### src/rtl/riscv_pkg.sv
// Shared definitions for the RISC-V pipeline control blocks.
package riscv_pkg;

  localparam int RISCV_DIV_LAT = 32;

  typedef enum logic [1:0] {
    ST_IDLE     = 2'd0,
    ST_DIV_RUN  = 2'd1,
    ST_DIV_DONE = 2'd2
  } stall_state_e;

endpackage

### src/rtl/riscv_stallctrl_cnt.sv
// Divider iteration counter: parallel load, decrement that saturates at zero.
module riscv_stallctrl_cnt #(
  parameter int CNT_W = 6
) (
  input  logic             clk,
  input  logic             rst_n,
  input  logic             load,
  input  logic             dec,
  input  logic [CNT_W-1:0] load_val,
  output logic [CNT_W-1:0] cnt,
  output logic             zero
);

  always_ff @(posedge clk or negedge rst_n) begin
    if (!rst_n) begin
      cnt <= '0;
    end else if (load) begin
      cnt <= load_val;
    end else if (dec && (cnt != '0)) begin
      cnt <= cnt - 1'b1;
    end
  end

  assign zero = (cnt == '0);

endmodule

### src/rtl/riscv_stallctrl.sv
// Pipeline stall/flush controller that also sequences the multi-cycle divider.
// Define RISCV_DIV_ZERO_BYPASS_EN to retire divide-by-zero without iterating.
module riscv_stallctrl
  import riscv_pkg::*;
#(
  parameter int DIV_LAT = RISCV_DIV_LAT,
  parameter int CNT_W   = 6
) (
  input  logic             i_riscv_stallctrl_clk,
  input  logic             i_riscv_stallctrl_rst_n,
  input  logic             i_riscv_stallctrl_divreq_e,
  input  logic             i_riscv_stallctrl_divzero_e,
  input  logic             i_riscv_stallctrl_lduse,
  input  logic             i_riscv_stallctrl_pcsrc,
  input  logic             i_riscv_stallctrl_memop_m,
  input  logic             i_riscv_stallctrl_memrdy_m,
  output logic             o_riscv_stallctrl_stallpc,
  output logic             o_riscv_stallctrl_stallfd,
  output logic             o_riscv_stallctrl_stallde,
  output logic             o_riscv_stallctrl_stallem,
  output logic             o_riscv_stallctrl_flushfd,
  output logic             o_riscv_stallctrl_flushde,
  output logic             o_riscv_stallctrl_flushem,
  output logic             o_riscv_stallctrl_divstart,
  output logic             o_riscv_stallctrl_divbusy,
  output logic [CNT_W-1:0] o_riscv_stallctrl_divcnt,
  output logic             o_riscv_stallctrl_divvalid,
  output stall_state_e     o_riscv_stallctrl_state
);

  // Handshake: a divide is accepted when divreq_e is seen in IDLE without a memory
  // wait (divstart marks it); divvalid in DIV_DONE says the result is ready, and EX
  // advances on the first DIV_DONE cycle that has no memory wait.
  localparam logic [CNT_W-1:0] LOAD_VAL = CNT_W'(DIV_LAT - 1);

  stall_state_e state, state_nxt;
  logic         memwait, divzero_hit, unused_divzero;
  logic         cnt_load, cnt_dec, cnt_zero;
  logic [3:0]   stall;  // {pc, fd, de, em}
  logic [2:0]   flush;  // {fd, de, em}
  logic         divstart, divbusy, divvalid;

  assign memwait = i_riscv_stallctrl_memop_m && !i_riscv_stallctrl_memrdy_m;

`ifdef RISCV_DIV_ZERO_BYPASS_EN
  assign divzero_hit    = i_riscv_stallctrl_divzero_e;
  assign unused_divzero = 1'b0;
`else
  assign divzero_hit    = 1'b0;
  assign unused_divzero = i_riscv_stallctrl_divzero_e;
`endif

  always_ff @(posedge i_riscv_stallctrl_clk or negedge i_riscv_stallctrl_rst_n) begin
    if (!i_riscv_stallctrl_rst_n) state <= ST_IDLE;
    else                          state <= state_nxt;
  end

  always_comb begin
    state_nxt = state;
    cnt_load  = 1'b0;
    cnt_dec   = 1'b0;
    stall     = 4'b0000;
    flush     = 3'b000;
    divstart  = 1'b0;
    divbusy   = 1'b0;
    divvalid  = 1'b0;
    case (state)
      ST_IDLE: begin
        if (memwait) begin
          stall = 4'b1111;
        end else if (i_riscv_stallctrl_divreq_e) begin
          stall = 4'b1110;
          flush = 3'b001;
          if (divzero_hit) begin
            state_nxt = ST_DIV_DONE;
          end else begin
            divstart  = 1'b1;
            divbusy   = 1'b1;
            cnt_load  = 1'b1;
            state_nxt = ST_DIV_RUN;
          end
        end else if (i_riscv_stallctrl_pcsrc) begin
          // A taken branch discards the younger load-use pair, so it wins over lduse.
          flush = 3'b110;
        end else if (i_riscv_stallctrl_lduse) begin
          stall = 4'b1100;
          flush = 3'b010;
        end
      end
      ST_DIV_RUN: begin
        divbusy = 1'b1;
        cnt_dec = 1'b1;
        if (memwait) begin
          stall = 4'b1111;
        end else begin
          stall = 4'b1110;
          flush = 3'b001;
        end
        if (cnt_zero) state_nxt = ST_DIV_DONE;
      end
      ST_DIV_DONE: begin
        divvalid = 1'b1;
        if (memwait) stall = 4'b1111;
        else         state_nxt = ST_IDLE;
      end
      default: state_nxt = ST_IDLE;
    endcase
    if (!i_riscv_stallctrl_rst_n) begin
      stall    = 4'b0000;
      flush    = 3'b000;
      divstart = 1'b0;
      divbusy  = 1'b0;
      divvalid = 1'b0;
    end
  end

  riscv_stallctrl_cnt #(.CNT_W(CNT_W)) u_cnt (
    .clk      (i_riscv_stallctrl_clk),
    .rst_n    (i_riscv_stallctrl_rst_n),
    .load     (cnt_load),
    .dec      (cnt_dec),
    .load_val (LOAD_VAL),
    .cnt      (o_riscv_stallctrl_divcnt),
    .zero     (cnt_zero)
  );

  assign {o_riscv_stallctrl_stallpc, o_riscv_stallctrl_stallfd,
          o_riscv_stallctrl_stallde, o_riscv_stallctrl_stallem} = stall;
  assign {o_riscv_stallctrl_flushfd, o_riscv_stallctrl_flushde,
          o_riscv_stallctrl_flushem} = flush;
  assign o_riscv_stallctrl_divstart = divstart;
  assign o_riscv_stallctrl_divbusy  = divbusy;
  assign o_riscv_stallctrl_divvalid = divvalid;
  assign o_riscv_stallctrl_state    = state;

endmodule

### config.mk
export PLATFORM = sky130hd
export DESIGN_NAME = riscv_stallctrl
export DESIGN_NICKNAME = d
export VERILOG_FILES = /design/src/rtl/riscv_pkg.sv /design/src/rtl/riscv_stallctrl_cnt.sv /design/src/rtl/riscv_stallctrl.sv
export SDC_FILE = /design/constraint.sdc
export NUM_CORES = 1
export LEC_CHECK = 0
export BUFFER_PORTS_ARGS = -buffer_cell sky130_fd_sc_hd__buf_2
export CAP_MARGIN = 25
export CORE_MARGIN = 3
export CORE_UTILIZATION = 40
export CTS_CLUSTER_DIAMETER = 120
export DETAILED_ROUTE_END_ITERATION = 7
export PLACE_DENSITY = 0.83
export SLEW_MARGIN = 30
export SYNTH_ARGS = -nofsm -noshare
export SYNTH_HDL_FRONTEND = slang
export SYNTH_SLANG_ARGS = --single-unit
### constraint.sdc
create_clock -name i_riscv_stallctrl_clk -period 1.9 [get_ports i_riscv_stallctrl_clk]
set_clock_uncertainty 0.2 [all_clocks]
set_input_delay 0 -clock i_riscv_stallctrl_clk [delete_from_list [all_inputs] [get_ports i_riscv_stallctrl_clk]]
set_output_delay 0 -clock i_riscv_stallctrl_clk [all_outputs]
set_load 0.01 [all_outputs]
==> summary.md <==
| Metric | Value |
|---|---|
| Total grt overflow | 0 |
| Class of the worst hold path | primary input to register |
| Initial antenna violation count | 0 |
| Outcome | completed |
| Diodes inserted | 0 |
| Die width | 44.99 um |
| R2R cell count | 3 |
| Final Hold Vio Count | 0 |
| CTS clk-pin slew, worst paths | 0.06 ns |
| Layout Cells excl Fill | 117 |
| Fillers | 120 |
| Mapped Avg Cell Area | 8.813 um2 |
| Switching share of total power | 0.4517 |
| Synthesized cell area | 608.1 um2 |
| Post-route DRC | 0 |
| Placed cell count | 109 |
| Seq/Total Area, Yosys | 0.3292 |
| Worst IR Drop VDD | 0.5914 mV |
| Cell area power density | 1448 nW/um2 |
| Slew margin rel. | 0.7285 |
| Power consumption | 1.230 mW |
| Clock Power Share | 0.107 |
| Critical Path Fanout Max | 4 |
| Logic pwr share | 0.604 |
| Boundary Pins | 26 |
| Worst EP arrival | 1.86 ns |
| H-tree Lvls | 1 |
| Antenna-violating nets left | 0 |
| Post-route minimum period | 1.874 ns |
| Port Buffers | 24 |
| Mapped Cells | 69 |
| Layout Nets | 114 |
| Setup total negative slack | 0 ns |
| Int Power | 0.6744 mW |
| Pins Over Slew Limit | 0 |
| Clock latency on the worst-skew pair | 0.25 ns |
| Total nets after synthesis | 79 |
| Drt pass-1 iters | 4 |
| Post-DP Area | 769.5 um2 |
| Vert. Die Dim | 44.99 um |
| Crit path to | u_cnt.cnt[5] |
| First-pass GRT wire length | 2532 um |
| R2R Setup Slk | 0.03 ns |
| Crit. End Element | register |
| Sequential power share | 0.288 |
| Largest net degree at the start of global routing | 16 |
| Design Area, Final | 849.6 um2 |
| Switching Power | 0.5556 mW |
| Dpl hpwl | 1173 um |
| Dpl ws | 0.02852 ns |
| Die ar. | 2024 um2 |
| Share of layout cells above drive strength 1 | 0.3529 |
| Clock Path Buffers | 2 |
| Via count | 670 |
| WS Path Type | register to register |
| Fmax | 533.7 MHz |
| Sink Count | 8 |
| Reg2reg end | u_cnt.cnt[5] |
| Number of global-route vias before repair | 621 |
| Drt total wl | 1661 um |
| Tot GR Track Use | 0.1682 |
| DR iter-0 viols | 9 |
| Worst Tran Pin Value | 0.3969 ns |
| Number of unique standard cell types used by synthesis | 32 |
| Drt via density | 5.726 |
| Final setup margin | 0.02639 ns |
| Period utilisation layout | 0.9861 |
| Leak | 0.4098 nW |
| Initial Util | 0.4451 |
| Core Area | 1366 um2 |
| Max Cap Viol | 0 |
| Root Buffer | clkbuf_4 |
| Worst EP required | 1.88 ns |
| Wire per inst | 14.20 um |
| Final setup violating endpoints | 0 |
| Layout area overhead | 39.71% |
| Worst setup path startpoint | u_cnt.cnt[1] |
| RSZ-0062 raised after global routing | yes |
| TritonCTS clock tree | yes |
| Reg2reg start | u_cnt.cnt[1] |
| Routability cong. | 0.8456 |
| Critical Path Start Type | register |
| Post-CTS Setup Bufs | 0 |
| Row Count | 13 |
| Synth warn | 0 |
| Post-synthesis register bit count | 8 |
| TritonCTS buffer count | 3 |
==> layer usage <==
metal | GRT usage | share of wire | vias up
met1 | 0.1985 | 0.42 | 299
met2 | 0.2881 | 0.48 | 37
met5 | 0 | 0 | -
met3 | 0.01195 | 0.075 | 4
met4 | 0.1111 | 0.019 | 0
li1 | - | - | 330
==> worst min path at each step <==
stage	from	cells past startpoint	slack (ns)	to
global route	i_riscv_stallctrl_memop_m	4	0.16	o_riscv_stallctrl_state[0]
global placement	i_riscv_stallctrl_rst_n	1	-0.31	u_cnt.cnt[4]
detailed placement	i_riscv_stallctrl_rst_n	1	-0.31	u_cnt.cnt[1]
CTS	i_riscv_stallctrl_memop_m	4	0.12	o_riscv_stallctrl_state[0]
finish	i_riscv_stallctrl_memop_m	4	0.12	o_riscv_stallctrl_state[0]
floorplan	i_riscv_stallctrl_rst_n	0	-0.50	o_riscv_stallctrl_state[0]
==> registers in the layout (all words and copies together), names as in the netlist <==
signal,cells
o_riscv_stallctrl_state,2
u_cnt.cnt,6
==> power groups by stage <==
stage                     Clock, mW  Sequential (mW)  Combinational, mW
after floorplan                   0            0.367              0.433
after global placement            0            0.340              0.690
after detailed placement          0            0.353              0.718
after CTS                     0.134            0.350              0.731
after global routing          0.139            0.368              0.820
final                         0.132            0.355              0.743
==> cell usage after synthesis <==
cell / number / area [um2]
a2111oi_0: 1 / 8.760
a211o_1: 2 / 17.52
a211oi_1: 5 / 37.54
a21oi_1: 2 / 10.01
a311oi_1: 1 / 8.760
and2_1: 2 / 12.51
and3_1: 1 / 6.260
and4_1: 3 / 26.28
buf_1: 1 / 3.750
buf_4: 1 / 7.510
clkbuf_1: 3 / 11.26
dfrtp_1: 8 / 200.2
ha_1: 2 / 25.02
inv_1: 3 / 11.26
nand2_1: 3 / 11.26
nand2b_1: 3 / 18.77
nand3_1: 1 / 5.000
nand3b_1: 1 / 7.510
nor2_1: 4 / 15.01
nor2b_1: 5 / 31.28
nor3_1: 4 / 20.02
nor3_2: 1 / 10.01
nor4b_1: 2 / 17.52
o2111a_1: 1 / 11.26
o21a_1: 1 / 7.510
o21ai_0: 2 / 10.01
o22ai_1: 1 / 6.260
o31a_1: 1 / 8.760
o41ai_1: 1 / 8.760
or3b_1: 1 / 8.760
or4b_1: 1 / 10.01
or4b_4: 1 / 13.76
==> cells in the final DEF, fill, tap and decap left out <==
cell / count
o2111a_1: 1
nor2b_1: 4
dlygate4sd3_1: 5
or4b_4: 1
ha_1: 2
nand3b_1: 1
or4b_1: 1
o31a_1: 1
nand2b_1: 3
o21a_1: 1
a211oi_1: 5
nor3_2: 1
and4_1: 3
nor3_1: 4
buf_2: 24
o41ai_1: 1
or3b_1: 1
inv_1: 3
a2111oi_0: 1
nand2_1: 3
dfrtp_1: 8
nor4b_1: 2
and2_1: 2
o21ai_0: 2
o22ai_1: 1
clkbuf_4: 3
a211o_1: 2
nor2_1: 4
a311oi_1: 1
a21oi_1: 2
buf_4: 6
nand3_1: 1
and3_1: 1
nor2b_4: 1
==> worst max-delay path, cell delays in order (launching register included) <==
cell and delay, ns:
dfrtp_1 0.39, or4b_4 0.56, or4b_1 0.52, a21oi_1 0.14
==> repair_timing <==
action | 4_1_cts | 5_1_grt
gates resized for setup | 0 | 2
hold endpoints to repair | 10 | 0
endpoints found under the setup margin | 0 | 4
hold buffers | 5 | 0
==> stage by stage <==
| step | utilization | hold slack [ns] |
|---|---|---|
| after floorplan | - | -0.4956 |
| after global routing | 0.6218 | 0.1641 |
| after global placement | 0.5632 | -0.3093 |
| after detailed placement | 0.5632 | -0.3062 |
| after CTS | 0.6163 | 0.1202 |
| final | 0.6218 | 0.1250 |
==> logic make-up after synthesis <==
kind of cell,count (synthesis),synth area share
simple gates,33,0.3519
compound gates,18,0.2223
buf+inv,8,0.05555
flops,8,0.3292
fa+ha+maj,2,0.04115
==> area by class of cell <==
type	count	area, um2	area share
timing repair buffer	35	215.2	0.2533
clock buffer	3	22.52	0.02651
sequential	8	200.2	0.2356
tap	15	18.77	0.02209
multi-input combinational	53	381.6	0.4492
inverter	3	11.26	0.01325
No activity file was read; power rests on OpenSTA's default activity.
